## config.mk

```make
export PLATFORM = sky130hd
export DESIGN_NAME = unidade_controle_multiciclo
export DESIGN_NICKNAME = d
export VERILOG_FILES = /design/src/rtl/controle_defs_pkg.sv /design/src/rtl/decodificador_instrucao.sv /design/src/rtl/unidade_controle_multiciclo.sv
export SDC_FILE = /design/constraint.sdc
export NUM_CORES = 1
export LEC_CHECK = 0
export BUFFER_PORTS_ARGS = -buffer_cell sky130_fd_sc_hd__buf_4
export CAP_MARGIN = 25
export CORE_MARGIN = 10
export CORE_UTILIZATION = 38
export CTS_CLUSTER_SIZE = 20
export DETAILED_ROUTE_END_ITERATION = 16
export SKIP_LAST_GASP = 1
export SLEW_MARGIN = 10
export SYNTH_ARGS = -nofsm -noshare
export SYNTH_HDL_FRONTEND = slang
export SYNTH_SLANG_ARGS = --single-unit
export TNS_END_PERCENT = 1
```

## constraint.sdc

```tcl
create_clock -name clk -period 2.15 [get_ports clk]
set_input_delay 0.3225 -clock clk [delete_from_list [all_inputs] [get_ports clk]]
set_output_delay 0.3225 -clock clk [all_outputs]
set_load 0.02 [all_outputs]
```

## src/rtl/controle_defs_pkg.sv

```systemverilog
// rtl/controle_defs_pkg.sv - shared encodings for the multicycle control unit
// States, decode fields, ALU operations and datapath mux selects.
package controle_defs;

  typedef enum logic [3:0] {
    BUSCA           = 4'd0,
    DECODIFICA      = 4'd1,
    CALC_END        = 4'd2,
    LE_MEM          = 4'd3,
    ESCREVE_LH      = 4'd4,
    ESCREVE_MEM     = 4'd5,
    EXEC_R          = 4'd6,
    EXEC_I          = 4'd7,
    ESCREVE_ULA     = 4'd8,
    DESVIO          = 4'd9,
    ILEGAL          = 4'd10,
    ERRO_BARRAMENTO = 4'd11
  } estado_t;

  localparam logic [6:0] OP_LOAD   = 7'b0000011;
  localparam logic [6:0] OP_STORE  = 7'b0100011;
  localparam logic [6:0] OP_IMM    = 7'b0010011;
  localparam logic [6:0] OP_REG    = 7'b0110011;
  localparam logic [6:0] OP_BRANCH = 7'b1100011;

  localparam logic [2:0] F3_LH   = 3'b001;
  localparam logic [2:0] F3_SH   = 3'b001;
  localparam logic [2:0] F3_ANDI = 3'b111;
  localparam logic [2:0] F3_SRL  = 3'b101;
  localparam logic [2:0] F3_BEQ  = 3'b000;
  localparam logic [6:0] F7_SRL  = 7'b0000000;

  localparam logic [3:0] ALU_ADD = 4'b0000;
  localparam logic [3:0] ALU_SUB = 4'b0001;
  localparam logic [3:0] ALU_AND = 4'b0010;
  localparam logic [3:0] ALU_SRL = 4'b0011;

  localparam logic [1:0] FONTE_A_PC        = 2'b00;
  localparam logic [1:0] FONTE_A_PC_ANTIGO = 2'b01;
  localparam logic [1:0] FONTE_A_REG       = 2'b10;

  localparam logic [1:0] FONTE_B_REG    = 2'b00;
  localparam logic [1:0] FONTE_B_QUATRO = 2'b01;
  localparam logic [1:0] FONTE_B_IMED   = 2'b10;

  // Shared with the immediate extender; both sides must agree on these codes.
  localparam logic [1:0] IMED_I  = 2'b00;
  localparam logic [1:0] IMED_S  = 2'b01;
  localparam logic [1:0] IMED_SB = 2'b10;

endpackage

```

## src/rtl/decodificador_instrucao.sv

```systemverilog
// rtl/decodificador_instrucao.sv - combinational instruction classifier
// Flags the five supported encodings; anything else is ilegal.
module decodificador_instrucao
  import controle_defs::*;
(
  input  logic [31:0] instrucao,
  output logic        eh_lh,
  output logic        eh_sh,
  output logic        eh_andi,
  output logic        eh_srl,
  output logic        eh_beq,
  output logic        ilegal
);

  logic [6:0] w_opcode;
  logic [2:0] w_funct3;
  logic [6:0] w_funct7;
  logic       w_unused_campos;

  assign w_opcode = instrucao[6:0];
  assign w_funct3 = instrucao[14:12];
  assign w_funct7 = instrucao[31:25];
  // Register and immediate fields do not influence control.
  assign w_unused_campos = ^{instrucao[24:15], instrucao[11:7]};

  assign eh_lh   = (w_opcode == OP_LOAD)   && (w_funct3 == F3_LH);
  assign eh_sh   = (w_opcode == OP_STORE)  && (w_funct3 == F3_SH);
  assign eh_andi = (w_opcode == OP_IMM)    && (w_funct3 == F3_ANDI);
  assign eh_srl  = (w_opcode == OP_REG)    && (w_funct3 == F3_SRL) && (w_funct7 == F7_SRL);
  assign eh_beq  = (w_opcode == OP_BRANCH) && (w_funct3 == F3_BEQ);
  assign ilegal  = !(eh_lh || eh_sh || eh_andi || eh_srl || eh_beq);

endmodule

```

## src/rtl/unidade_controle_multiciclo.sv

```systemverilog
// rtl/unidade_controle_multiciclo.sv - multicycle RISC-V control FSM
// Sequences fetch/decode/execute/memory/writeback with memory timeout and retire count.
module unidade_controle_multiciclo
  import controle_defs::*;
#(
  parameter int LIMITE_ESPERA    = 255,
  parameter int LARGURA_CONTADOR = 32
) (
  input  logic                        clk,
  input  logic                        reset,
  input  logic [31:0]                 instrucao,
  input  logic                        zero,
  input  logic                        mem_pronto,
  output logic                        mem_req,
  output logic                        mem_escreve,
  output logic                        escreve_ir,
  output logic                        escreve_pc,
  output logic                        fonte_pc,
  output logic [1:0]                  fonte_imediato,
  output logic [1:0]                  alu_fonte_a,
  output logic [1:0]                  alu_fonte_b,
  output logic [3:0]                  alu_op,
  output logic                        escreve_reg,
  output logic                        mem_para_reg,
  output logic                        instrucao_ilegal,
  output logic                        erro_barramento,
  output logic [3:0]                  estado,
  output logic [LARGURA_CONTADOR-1:0] instr_concluidas
);

  localparam int LARGURA_ESPERA = $clog2(LIMITE_ESPERA + 1);
  localparam logic [LARGURA_ESPERA-1:0] ULTIMA_ESPERA = LARGURA_ESPERA'(LIMITE_ESPERA - 1);

  estado_t                     r_estado;
  estado_t                     w_proximo;
  logic [LARGURA_ESPERA-1:0]   r_espera;
  logic [LARGURA_CONTADOR-1:0] r_concluidas;
  logic                        r_ilegal;
  logic                        r_erro;

  logic w_eh_lh, w_eh_sh, w_eh_andi, w_eh_srl, w_eh_beq, w_ilegal;
  logic w_aguarda, w_estouro, w_retira;

  decodificador_instrucao u_decodificador (
    .instrucao (instrucao),
    .eh_lh     (w_eh_lh),
    .eh_sh     (w_eh_sh),
    .eh_andi   (w_eh_andi),
    .eh_srl    (w_eh_srl),
    .eh_beq    (w_eh_beq),
    .ilegal    (w_ilegal)
  );

  assign w_aguarda = (r_estado == BUSCA) || (r_estado == LE_MEM) || (r_estado == ESCREVE_MEM);
  // Completion in the terminal-count cycle takes priority over the timeout.
  assign w_estouro = w_aguarda && !mem_pronto && (r_espera == ULTIMA_ESPERA);
  assign w_retira  = (r_estado == ESCREVE_LH) || (r_estado == ESCREVE_ULA) ||
                     (r_estado == DESVIO) || ((r_estado == ESCREVE_MEM) && mem_pronto);

  always_comb begin
    w_proximo = r_estado;
    case (r_estado)
      BUSCA:       w_proximo = mem_pronto ? DECODIFICA : (w_estouro ? ERRO_BARRAMENTO : BUSCA);
      DECODIFICA: begin
        if (w_ilegal)                 w_proximo = ILEGAL;
        else if (w_eh_lh || w_eh_sh)  w_proximo = CALC_END;
        else if (w_eh_srl)            w_proximo = EXEC_R;
        else if (w_eh_andi)           w_proximo = EXEC_I;
        else                          w_proximo = DESVIO;
      end
      CALC_END:    w_proximo = w_eh_lh ? LE_MEM : (w_eh_sh ? ESCREVE_MEM : ILEGAL);
      LE_MEM:      w_proximo = mem_pronto ? ESCREVE_LH : (w_estouro ? ERRO_BARRAMENTO : LE_MEM);
      ESCREVE_MEM: w_proximo = mem_pronto ? BUSCA : (w_estouro ? ERRO_BARRAMENTO : ESCREVE_MEM);
      ESCREVE_LH, ESCREVE_ULA, DESVIO: w_proximo = BUSCA;
      EXEC_R, EXEC_I:  w_proximo = ESCREVE_ULA;
      ILEGAL:          w_proximo = ILEGAL;
      ERRO_BARRAMENTO: w_proximo = ERRO_BARRAMENTO;
      default:         w_proximo = ILEGAL;
    endcase
  end

  always_ff @(posedge clk) begin
    if (reset) begin
      r_estado     <= BUSCA;
      r_espera     <= '0;
      r_concluidas <= '0;
      r_ilegal     <= 1'b0;
      r_erro       <= 1'b0;
    end else begin
      r_estado <= w_proximo;
      if (w_proximo != r_estado)
        r_espera <= '0;
      else if (w_aguarda && !mem_pronto)
        r_espera <= r_espera + 1'b1;
      if (w_retira)
        r_concluidas <= r_concluidas + 1'b1;
      if (w_proximo == ILEGAL)
        r_ilegal <= 1'b1;
      if (w_proximo == ERRO_BARRAMENTO)
        r_erro <= 1'b1;
    end
  end

  always_comb begin
    mem_req          = 1'b0;
    mem_escreve      = 1'b0;
    escreve_ir       = 1'b0;
    escreve_pc       = 1'b0;
    fonte_pc         = 1'b0;
    fonte_imediato   = IMED_I;
    alu_fonte_a      = FONTE_A_PC;
    alu_fonte_b      = FONTE_B_REG;
    alu_op           = ALU_ADD;
    escreve_reg      = 1'b0;
    mem_para_reg     = 1'b0;
    instrucao_ilegal = r_ilegal;
    erro_barramento  = r_erro;
    estado           = r_estado;
    instr_concluidas = r_concluidas;
    case (r_estado)
      BUSCA: begin
        mem_req     = 1'b1;
        escreve_ir  = mem_pronto;
        escreve_pc  = mem_pronto;
        alu_fonte_b = FONTE_B_QUATRO;
      end
      DECODIFICA: begin
        fonte_imediato = IMED_SB;
        alu_fonte_a    = FONTE_A_PC_ANTIGO;
        alu_fonte_b    = FONTE_B_IMED;
      end
      CALC_END: begin
        fonte_imediato = w_eh_sh ? IMED_S : IMED_I;
        alu_fonte_a    = FONTE_A_REG;
        alu_fonte_b    = FONTE_B_IMED;
      end
      LE_MEM:      mem_req = 1'b1;
      ESCREVE_LH: begin
        escreve_reg  = 1'b1;
        mem_para_reg = 1'b1;
      end
      ESCREVE_MEM: begin
        mem_req     = 1'b1;
        mem_escreve = 1'b1;
      end
      EXEC_R: begin
        alu_fonte_a = FONTE_A_REG;
        alu_op      = ALU_SRL;
      end
      EXEC_I: begin
        alu_fonte_a = FONTE_A_REG;
        alu_fonte_b = FONTE_B_IMED;
        alu_op      = ALU_AND;
      end
      ESCREVE_ULA: escreve_reg = 1'b1;
      DESVIO: begin
        alu_fonte_a = FONTE_A_REG;
        alu_op      = ALU_SUB;
        fonte_pc    = 1'b1;
        escreve_pc  = zero;
      end
      default: ;
    endcase
    // Outputs are forced low for as long as reset is held.
    if (reset) begin
      mem_req          = 1'b0;
      mem_escreve      = 1'b0;
      escreve_ir       = 1'b0;
      escreve_pc       = 1'b0;
      fonte_pc         = 1'b0;
      fonte_imediato   = 2'b00;
      alu_fonte_a      = 2'b00;
      alu_fonte_b      = 2'b00;
      alu_op           = 4'b0000;
      escreve_reg      = 1'b0;
      mem_para_reg     = 1'b0;
      instrucao_ilegal = 1'b0;
      erro_barramento  = 1'b0;
      estado           = 4'd0;
      instr_concluidas = '0;
    end
  end

endmodule
```

Word-level counts from Yosys, hierarchy flattened
Index checks and enable logic that the tools add are counted.
- add/subtract/negate cells: 2
- eq/ne operators: 22
- mux-type cells: 40
- reductions and logical operators: 29
- operator list (cell ; count):
    $mux W4 ; 14
    $add A32 B1 Y32 const B ; 1
    $mux W32 ; 1
    $pmux W4 S8 ; 1
    $eq A4 B4 Y1 const B ; 5
    $eq A4 B3 Y1 const B ; 4
    $mux W1 ; 16
    $eq A7 B6 Y1 const B ; 2
    $pmux W2 S2 ; 3
    $logic_and A1 B1 Y1 ; 9
    $logic_or A1 B1 Y1 ; 9
    $reduce_or A3 Y1 ; 3
    $add A8 B1 Y8 const B ; 1
    $eq A4 B2 Y1 const B ; 2
    $eq A8 B8 Y1 const B ; 1
    $eq A7 B2 Y1 const B ; 1
    $eq A7 B5 Y1 const B ; 1
    $eq A7 B7 Y1 const B ; 1
    $logic_not A7 Y1 ; 1
    $eq A3 B3 Y1 const B ; 2
    $mux W2 ; 3
    $pmux W2 S3 ; 1
    $reduce_or A2 Y1 ; 3
    $eq A4 B1 Y1 const B ; 1
    other kinds (7) ; 7
- output and inout bits: 55
- word-level logic and storage cells: 98
- bits in registers: 46
- input port bits: 36

Depth between registers and ports, before layout
Gate-level depths: netlist of the first run.
- depth in word-level cells: 10
- mapped depth: 9
- mapped depth without buffers: 7

Modules after synthesis
A second synthesis of the first run with hierarchy kept.
- cell total of the unflattened synthesis: 378
- area total of the unflattened synthesis: 2885.3 µm²
- by module, submodules not included (module ; seq. area each (µm²) ; instances ; cells an instance ; area each (µm²)):
    unidade_controle_multiciclo ; 920.9 ; 1 ; 359 ; 2736.4
    decodificador_instrucao ; 0.0 ; 1 ; 19 ; 148.9

Least setup slack after synthesis of the first run
No wires, ideal clock.
- path kind: register to output
- start: register r_estado[1]
- end: output port escreve_pc
- data arrival time: 1.880 ns
- cell stages (with the launch flop): 8
- path slack: -0.052 ns
- required time: 1.827 ns
- buffers on the path: 2
- cells stage by stage: dfxtp_1 > buf_6 > buf_2 > nor2_1 > nand2_1 > nor3_1 > and2_1 > a21o_1
- word-level cells in the longest chain between the ends: 3
- elaborated cells on any way between the ends: 4
- those cells by class: eq/ne: 1; mux: 2; reduce/logical: 1
- RTL lines (what ; RTL line ; source):
    from (decl) ; unidade_controle_multiciclo.sv:34 ; estado_t r_estado;
    from (signal assigned) ; unidade_controle_multiciclo.sv:90 ; r_estado <= w_proximo;
    $eq A4 B4 Y1 / $logic_not A4 Y1 (equally long branches) ; unidade_controle_multiciclo.sv:120 ; case (r_estado)
    $pmux W1 S2 * ; unidade_controle_multiciclo.sv:120 ;
    $mux W1 * ; unidade_controle_multiciclo.sv:165 ; if (reset) begin
    to (decl) ; unidade_controle_multiciclo.sv:17 ; output logic escreve_pc,
Every way passes the cells marked *; elsewhere a longest branch is shown, timed or not.

Worst setup path in the final report of the first run
- start: register r_estado[3]
- end: register r_espera[6]
- word-level cells in the longest chain between the ends: 10
- elaborated cells on any way between the ends: 26
- those cells by class: eq/ne: 11; mux: 7; reduce/logical: 8
- RTL lines (what ; RTL line ; source):
    $eq A4 B2 Y1 / $logic_not A4 Y1 (equally long branches) ; unidade_controle_multiciclo.sv:54, unidade_controle_multiciclo.sv:62 ;
    $logic_or A1 B1 Y1 (2 in series) ; unidade_controle_multiciclo.sv:54 ; assign w_aguarda = (r_estado == BUSCA) || (r_estado == LE_MEM) || (r_estado == ESCREVE_MEM);
    $logic_and A1 B1 Y1 ; unidade_controle_multiciclo.sv:56, unidade_controle_multiciclo.sv:93 ;
    $logic_and A1 B1 Y1 ; unidade_controle_multiciclo.sv:56 ; assign w_estouro = w_aguarda && !mem_pronto && (r_espera == ULTIMA_ESPERA);
    $mux W4, on equally long branches (2 in series) ; unidade_controle_multiciclo.sv:63, unidade_controle_multiciclo.sv:72, unidade_controle_multiciclo.sv:73 ;
    $pmux W4 S8 ; unidade_controle_multiciclo.sv:62 ; case (r_estado)
    $ne A4 B4 Y1 ; unidade_controle_multiciclo.sv:91 ; if (w_proximo != r_estado)
    $reduce_or A2 Y1 (no source line) ; - ;
    to (signal assigned) ; unidade_controle_multiciclo.sv:94 ; r_espera <= r_espera + 1'b1;
    to (decl) ; unidade_controle_multiciclo.sv:36 ; logic [LARGURA_ESPERA-1:0] r_espera;
Parallel ways exist; a longest one is shown, timed or not.
A chain may end at the register's enable or synchronous reset.

==> impl_results.md, run 1 <==
* H-Tree Level Count at 2
* Post-synthesis sequential area ratio at 30.62%
* Design Area, Final at 3965 sq um
* Clk sinks at 46
* Ant diodes at 0
* Core area at 7727 sq um
* Finished Layout Cells at 573
* Tcrit/Tclk final at 99.85%
* Status: finished clean
* Clk pwr share at 22.4%
* Hold_buf cts at 0
* DP HPWL at 6.196 mm
* Root buf cell: clkbuf_8
* Crit path capture type: register
* Mapped Avg Cell Area at 7.895 sq um
* Final setup violating endpoints at 0
* # port buffers at 73
* First-pass GRT wire length at 13.15 mm
* DR vias/cell at 5.019
* Sequential cell area at 925.9 sq um
* Die height at 109.0 um
* Overflow after GRT at 0
* P_leak at 1.649 nW
* CTS Buffer Depth at 2
* Setup_tns at 0 ns
* Pwr Density at 706.8 nW/um^2
* Cells after DPL at 563
* Most used DFF post-synth: dfxtp_1
* Core Util, Final at 51.31%
* Min-delay worst type: primary input to register
* Die ar. at 11870 sq um
* Max Freq at 465.8 MHz
* Slew Limit Fails at 0
* Maximum VDD drop at 0.3409 mV
* Area growth, synth to finish at 31.82%
* Hold Fails Final Rpt at 0
* Effective utilization at floorplan at 38.92%
* Layout cells sized above 1 at 30.36%
* Cells after synthesis at 381
* Final Worst Setup Slack at 0.003133 ns
* Sw Pwr at 1.020 mW
* Reg power frac at 34.6%
* Met1 GRT Util at 17.00%
* Total Power at 2.802 mW
* CP arrival at 2.37 ns
* CTS tree: built
* RSZ-0062 raised after global routing: true
* Post-synth top area share at 30.62%
* Antenna violations before repair at 0
* DP Area at 3801 sq um
* Worst relative slew slack at 66.81%
* Top Ports at 91
* #FFs+latches synth at 46
* Die W at 109.0 um
* EDFF count, synth at 0
* Area occupied by multi-input gates at 1944 sq um
* DRT Pass-1 Iters at 4
* Synth Cell Area at 3008 sq um
* Cts bufs inserted at 5
* Period minus WS final at 2.147 ns
* Wire length per cell at 14.07 um
* Drt total wl at 8.063 mm
* Synth unique cells at 57
* Fill cells at 768
* Row Count at 32
* Pre-CTS setup slack at -0.04484 ns
* Clk_lat worst skew at 0.29 ns
* DRC Markers at 0
* Hold_ws at 0.3532 ns
* Startpoint Class: register
* Final Skew at 0.009124 ns
* Async set-reset flop share out of synthesis at 0%
* Number of global-route vias before repair at 2774
* Routed vias at 2876
* # nets final at 509
* Synth area leaders: dfxtp_1 (31%), nor2b_1 (7.5%), xor2_1 (7.0%)
* Worst-Margin Slew at 0.4933 ns
* Gr usage total at 13.23%
* Synth warnings at 0
* Req. time, crit path at 2.38 ns
* Pint at 1.782 mW
* Synth area leader: dfxtp_1
* CTS clk-pin slew, worst paths at 0.09 ns
* CP max FO at 8
* Gr busiest metal: met2
* Max-cap violations at 0
* DRT antenna net count at 0
* RD Place Congestion at 0.8675
* Initial DRC count at 153
* Switch share at 36.40%
* Critical path class: register to register
* M2 GR Usage at 22.15%
* Largest net degree at the start of global routing at 69
* Met3 Use GR at 3.245%
* Gate power share at 43.0%
==> routing by layer <==
layer / vias up / part of all wire [%]
met5: - / 0
met4: 0 / 0.60
li1: 1501 / -
met2: 56 / 47
met3: 6 / 5.5
met1: 1313 / 47
==> flip-flops by register name, indices dropped and copies added, names as in the netlist <==
register	count
r_erro	1
r_estado	4
r_espera	8
r_ilegal	1
r_concluidas	32
==> synthesized netlist by cell type (all sizes together) (11+ instances only) <==
master / count
nor2b: 36
xor2: 24
buf: 16
a21oi: 15
inv: 12
nand2: 24
nand4: 17
nor3: 22
dfxtp: 46
xnor2: 11
nor2: 53
==> layout make-up <==
| class | instances | share of cell area (%) |
|---|---|---|
| Sequential cell | 46 | 23.35 |
| Inverter | 12 | 1.136 |
| Multi-Input combinational cell | 298 | 49.04 |
| Clock buffer | 7 | 1.925 |
| Clock inverter | 1 | 0.7573 |
| Timing Repair Buffer | 107 | 20.57 |
| Tap cell | 102 | 3.219 |
==> worst max-delay path, cell delays in order, from the launching register on <==
cell	delay, ns
dfxtp_4	0.37
buf_4	0.16
or4b_4	0.57
nor4b_4	0.34
o31ai_2	0.09
a211o_4	0.40
nor3_2	0.16
==> power by group through the flow <==
stage	registers (mW)	clock network [mW]	logic (mW)
3_5_place_dp	0.982	0	1.15
2_1_floorplan	0.942	0	0.801
5_1_grt	0.979	0.682	1.31
4_1_cts	0.964	0.648	1.16
6_report	0.971	0.628	1.20
3_3_place_gp	0.982	0	1.14
==> path summary, 6_finish.rpt <==
kind	from	to	slack, ns	cells past startpoint
setup / recovery	r_estado[3]	r_espera[6]	0.003	6
hold reg to reg	r_ilegal	r_ilegal	0.47	2
hold / removal	reset	r_estado[2]	0.35	2
setup reg to reg	r_estado[3]	r_espera[6]	0.003	6
==> placed cells by master (no fill, tap or decap), drive strengths merged, types with 3 or more instances in the layout <==
master,synthesis,routed
nand2b,4,4
nand4,17,17
and3,7,7
xnor2,11,11
buf,16,107
or3,6,6
a21oi,15,15
nor4,4,4
nor2,53,53
dfxtp,46,46
clkbuf,10,7
nor3,22,22
o31ai,5,5
ha,3,3
and2,8,8
inv,12,12
o21ai,10,10
nand3,10,10
xor2,24,24
nand2,24,24
nor2b,36,36
nor4b,4,4
a22oi,3,3
and4,5,5
==> repair_timing <==
item,in CTS,in global routing
endpoints found under the setup margin,4,22
setup buffers,0,2
resized for setup,1,9
pin swaps,0,10
==> kinds of logic (layout without fill, tap and decap cells) <==
group                    Yosys count  after routing  share of synthesized area (%)
adder cells (fa/ha/maj)            3              3                          1.248
AND/OR/NAND/NOR                  209            209                          40.64
XOR/XNOR                          35             35                          10.19
other                              1              2                         0.1247
AO/OA/AOI/OAI                     48             48                          10.57
buffers and inverters             38            127                          6.281
flip-flops                        46             46                          30.62
multiplexers                       1              1                         0.3328
No activity file was read; power rests on OpenSTA's default activity.
==> run 2, diff against run 1 <==
Clock period 2.15 ns to 2.5 ns, I/O delays scaled along.
==> run 2 against run 1 <==
  * Via count fell by 2.6%
  * Highest routed layer unchanged
  * Sequential power down 15%
  * Power decreased by 24%
  * Worst setup slack better by 0.24 ns
  * Sequential share of layout area rose by 1.5 points
  * Sequential cell count unchanged
  * Critical path type unchanged
  * Critical endpoint is now r_espera[2]
  * Hold slack gained 0.036 ns
==> impl_results.md, run 2 (same netlist as run 1, synthesis figures left out) <==
* H-Tree Level Count at 2
* Gr busiest metal: met2
* Tcrit/Tclk final at 90.46%
* Clk sinks at 46
* Reg power frac at 38.7%
* RD Place Congestion at 0.8414
* Max Freq at 442.2 MHz
* Pint at 1.303 mW
* Antenna violations before repair at 0
* Crit-path slowest cell: or4b_4
* Max-cap violations at 0
* Root buf cell: clkbuf_8
* Largest net degree at the start of global routing at 70
* RSZ-0062 raised after global routing: false
* Pwr Density at 574.4 nW/um^2
* Met3 Use GR at 3.068%
* Sw Pwr at 827.4 uW
* CP Depth at 6
* DR vias/cell at 5.121
* # nets final at 484
* Area growth, synth to finish at 23.29%
* Slowest stage delay, CP at 0.59 ns
* Die W at 109.0 um
* CP max FO at 11
* DRT Pass-1 Iters at 4
* Die ar. at 11870 sq um
* R2R depth at 6
* Drt total wl at 7.546 mm
* CP cell instances: buf_4 > or4b_4 > nor4b_4 > o31ai_1 > a211o_4 > nor3_2
* P_leak at 1.517 nW
* Initial DRC count at 206
* Cts bufs inserted at 5
* RR Startpoint: r_estado[2]
* Bufs and invs on worst path at 1
* Slew Limit Fails at 0
* Most flops, register: r_concluidas
* CTS tree: built
* Routed vias at 2801
* Crit path max-delay family: simple AND/OR/NAND/NOR gates
* Most frequent cells in the layout: buf_4 (81), nor2_1 (52), dfxtp_1 (46)
* Pre-CTS setup slack at 0.2394 ns
* Die height at 109.0 um
* Setup_tns at 0 ns
* Reg-to-reg slack, setup at 0.24 ns
* Crit path capture: r_espera[2]
* Number of global-route vias before repair at 2538
* CTS Buffer Depth at 2
* DP HPWL at 5.738 mm
* First-pass GRT wire length at 12.50 mm
* Top Ports at 91
* Status: finished clean
* Critical path class: register to register
* Max reg flops at 32
* Layout cells sized above 1 at 24.94%
* CP arrival at 2.48 ns
* Hold Path Depth at 2
* Ant diodes at 0
* Final setup violating endpoints at 0
* Crit. Startpoint: r_estado[2]
* CTS clk-pin slew, worst paths at 0.09 ns
* Wire length per cell at 13.80 um
* DRC Markers at 0
* Hold_buf cts at 0
* Final Worst Setup Slack at 0.2386 ns
* M2 GR Usage at 19.71%
* Core area at 7727 sq um
* Period minus WS final at 2.261 ns
* Commonest non-fill, non-tap cell in the layout: buf_4
* Effective utilization at floorplan at 38.92%
* Min-delay worst type: primary input to register
* Gr usage total at 12.62%
* Met1 GRT Util at 17.02%
* Crit path capture type: register
* # port buffers at 73
* Largest regs: r_concluidas (32), r_espera (8), r_estado (4)
* Req. time, crit path at 2.72 ns
* DRT antenna net count at 0
* Clk_lat worst skew at 0.30 ns
* Startpoint Class: register
* Overflow after GRT at 0
* Final Skew at 0.01082 ns
* Critical R2R Capture: r_espera[2]
* Hold Fails Final Rpt at 0
* Maximum VDD drop at 0.3003 mV
* Row Count at 32
* Clk pwr share at 20.3%
* Gate power share at 41.0%
* Switch share at 38.84%
run 2: changes by cell type in the layout (fill, tap and decap cells not counted), moves of 2 or more:
cell and change:
buf_4 -25, nor3_1 +3, nor3_2 -3, clkbuf_1 -2, clkinv_2 +2, dfxtp_1 +2
run 2: worst min-delay path by stage:
stage                     slack (ns)          end   start
final                           0.39  r_estado[0]   reset
after global routing            0.41  r_estado[2]   reset
after CTS                       0.38  r_estado[2]   reset
after detailed placement        0.44       r_erro  r_erro
after global placement          0.44       r_erro  r_erro
after floorplan                 0.42       r_erro  r_erro
run 2: area by class of cell:
| cell class | count | area, sq um |
|---|---|---|
| sequential | 46 | 920.9 |
| clock buffer | 5 | 68.82 |
| fill | 787 | 4019 |
| clock inverter | 2 | 10.01 |
| inverter | 12 | 45.04 |
| timing repair buffer | 82 | 628.1 |
| multi-input combinational | 298 | 1908 |
| tap | 102 | 127.6 |
run 2: power groups by stage:
stage                     clock network [mW]  logic, mW  registers, mW
after detailed placement                   0      0.872          0.840
final                                  0.432      0.874          0.824
after CTS                              0.451      0.875          0.822
after global routing                   0.478      0.981          0.833
after global placement                     0      0.872          0.838
after floorplan                            0      0.686          0.810
run 2: metal layers:
layer | vias to the layer above | share of wire (%)
met5 | - | 0
met4 | 0 | 0.87
met3 | 7 | 6.2
met2 | 52 | 45
met1 | 1301 | 48
li1 | 1441 | -
run 2: what timing repair did:
| action | in CTS | in global routing |
|---|---|---|
| setup buffers | 0 | 0 |
| resized for setup | 0 | 1 |
| setup endpoints to repair | 0 | 2 |
run 2: per-stage QoR:
step / util, % / cells / total power [mW] / hold slack (ns) / cell area [sq um]
2_1_floorplan: - / 382 / 1.496 / 0.4193 / 3012
3_3_place_gp: 46.89 / 540 / 1.710 / 0.4369 / 3623
3_5_place_dp: 46.89 / 540 / 1.712 / 0.4363 / 3623
4_1_cts: 47.91 / 547 / 2.149 / 0.3806 / 3702
5_1_grt: 47.99 / 547 / 2.293 / 0.4050 / 3709
6_report: 47.99 / 547 / 2.130 / 0.3891 / 3709
run 2: worst register-to-register path: cells and delay by family (launching register included):
family	cells	cell delay, ns
buf+inv	1	0.21
simple gates	3	1.05
flops	1	0.39
compound gates	2	0.53
==> run 3, diff against run 2 <==
Settings changed: RECOVER_POWER set to 50.
==> run 3 against run 2 <==
  * First-iteration DRC count shrank 17%
  * Maximum frequency shrank 0.37%
  * Hold slack is essentially flat
  * Critical path depth grew 1
  * Global-route usage is the same
  * Power shrank 0.91%
  * Count of clock-buffer cells in the layout is the same
  * Non-clock buffer count is the same
  * Via count shrank 0.64%
  * Sequential power is essentially flat
  * Core utilization shrank 1.9 points
  * Final cell count is the same
  * Critical endpoint unchanged
  * Largest cell class unchanged
  * Largest power group unchanged
==> impl_results.md, run 3 (same netlist as run 1, synthesis figures left out) <==
* CTS tree: built
* Layout cells sized above 1 at 16.40%
* Hold Fails Final Rpt at 0
* Final setup violating endpoints at 0
* H-Tree Level Count at 2
* # port buffers at 73
* Worst min-delay path endpoint: r_estado[0]
* DRT Pass-1 Iters at 4
* Period minus WS final at 2.270 ns
* Critical R2R Capture: r_espera[2]
* Overflow after GRT at 0
* Largest regs: r_concluidas (32), r_espera (8), r_estado (4)
* Routed vias at 2783
* Largest net degree at the start of global routing at 70
* Total Power at 2.111 mW
* Most frequent cells in the layout: nor2_1 (52), dfxtp_1 (46), buf_4 (44)
* # nets final at 484
* Root buf cell: clkbuf_8
* RSZ-0062 raised after global routing: false
* CP cell instances: buf_4 > nor4b_1 > a22o_1 > nand2_1 > o21ai_0 > a2bb2o_2 > nor3_2
* DR vias/cell at 5.088
* Req. time, crit path at 2.68 ns
* Crit path max-delay family: compound AO/OA/AOI/OAI gates
* DRC Markers at 0
* P_leak at 1.359 nW
* Die height at 109.0 um
* Ant diodes at 0
* CP arrival at 2.45 ns
* Slew Limit Fails at 0
* Gr usage total at 12.62%
* Effective utilization at floorplan at 38.92%
* Clk sinks at 46
* RD Place Congestion at 0.8414
* Reg-to-reg slack, setup at 0.23 ns
* Most flops, register: r_concluidas
* Clk_lat worst skew at 0.30 ns
* Area growth, synth to finish at 18.51%
* Wire length per cell at 13.85 um
* Maximum VDD drop at 0.2980 mV
* Final Skew at 0.01104 ns
* Post-CTS Setup Inserts at 0
* CP max FO at 11
* Bufs and invs on worst path at 1
* Antenna violations before repair at 0
* Max-cap violations at 0
* Max reg flops at 32
* HP Start: reset
* Crit-path slowest cell: nor4b_1
* CTS clk-pin slew, worst paths at 0.09 ns
* Slowest stage delay, CP at 0.41 ns
* Startpoint Class: register
* Min-delay worst type: primary input to register
* First-pass GRT wire length at 12.50 mm
* Status: finished clean
* Row Count at 32
* Pwr Density at 592.1 nW/um^2
* Crit path capture type: register
* DRT antenna net count at 0
* CTS Buffer Depth at 2
* R2R depth at 7
* Critical path class: register to register
* Die ar. at 11870 sq um
* Number of global-route vias before repair at 2538
* Initial DRC count at 171
* Commonest non-fill, non-tap cell in the layout: nor2_1
* Max Freq at 440.6 MHz
* Hold Path Depth at 2
* Top Ports at 91
* Setup_tns at 0 ns
* Tcrit/Tclk final at 90.80%
* Die W at 109.0 um
* RR Startpoint: r_estado[2]
* Cts bufs inserted at 5
* DP HPWL at 5.738 mm
* Core area at 7727 sq um
* Drt total wl at 7.575 mm
run 3: cell types whose count changed in the layout (fill, tap and decap cells not counted), sizes merged:
cell    before  now
buf         82   45
clkbuf       5   42
run 3: report_power, final:
part           total [mW]  leakage [nW]  switching [mW]  internal [mW]
Sequential          0.823         0.371          0.0514          0.772
Combinational       0.856         0.944           0.531          0.325
Clock               0.432        0.0438           0.244          0.188
run 3: how the worst max path moves through the flow:
stage                   from                to  depth (start not counted)
2_1_floorplan    r_estado[1]        escreve_pc                          7
3_3_place_gp   instrucao[12]       r_espera[3]                          7
3_5_place_dp     r_estado[2]          r_ilegal                          7
4_1_cts          r_estado[2]          r_ilegal                          7
5_1_grt          r_estado[2]  r_concluidas[11]                          7
6_report         r_estado[2]       r_espera[2]                          7
run 3: area by class of cell:
type                       count  area [sq um]
sequential                    46         920.9
tap                          102         127.6
fill                         836          4163
timing repair buffer          82         489.2
clock buffer                   5         68.82
inverter                      12         45.04
multi-input combinational    298          1903
clock inverter                 2         10.01
run 3: through the flow:
step / cells / worst slack, ns / hold slack (ns) / utilization, % / cell area [sq um]
finish: 547 / 0.2301 / 0.3891 / 46.13 / 3565
global route: 547 / 0.02509 / 0.4050 / 46.13 / 3565
CTS: 547 / 0.1976 / 0.3806 / 47.91 / 3702
detailed placement: 540 / 0.2394 / 0.4363 / 46.89 / 3623
global placement: 540 / 0.2843 / 0.4369 / 46.89 / 3623
floorplan: 382 / 0.2451 / 0.4193 / - / 3012
run 3: per-layer routing:
metal	vias to the layer above	global-route usage [%]	wire length, um
met5	-	0	0
met4	0	3.107	65
met3	7	3.068	479
met2	65	19.71	3388
met1	1273	17.02	3641
li1	1438	-	-
run 3: timing repair:
action | in CTS | in global routing
gates resized for setup | 0 | 1
hold buffers | 0 | 0
endpoints found under the setup margin | 0 | 2
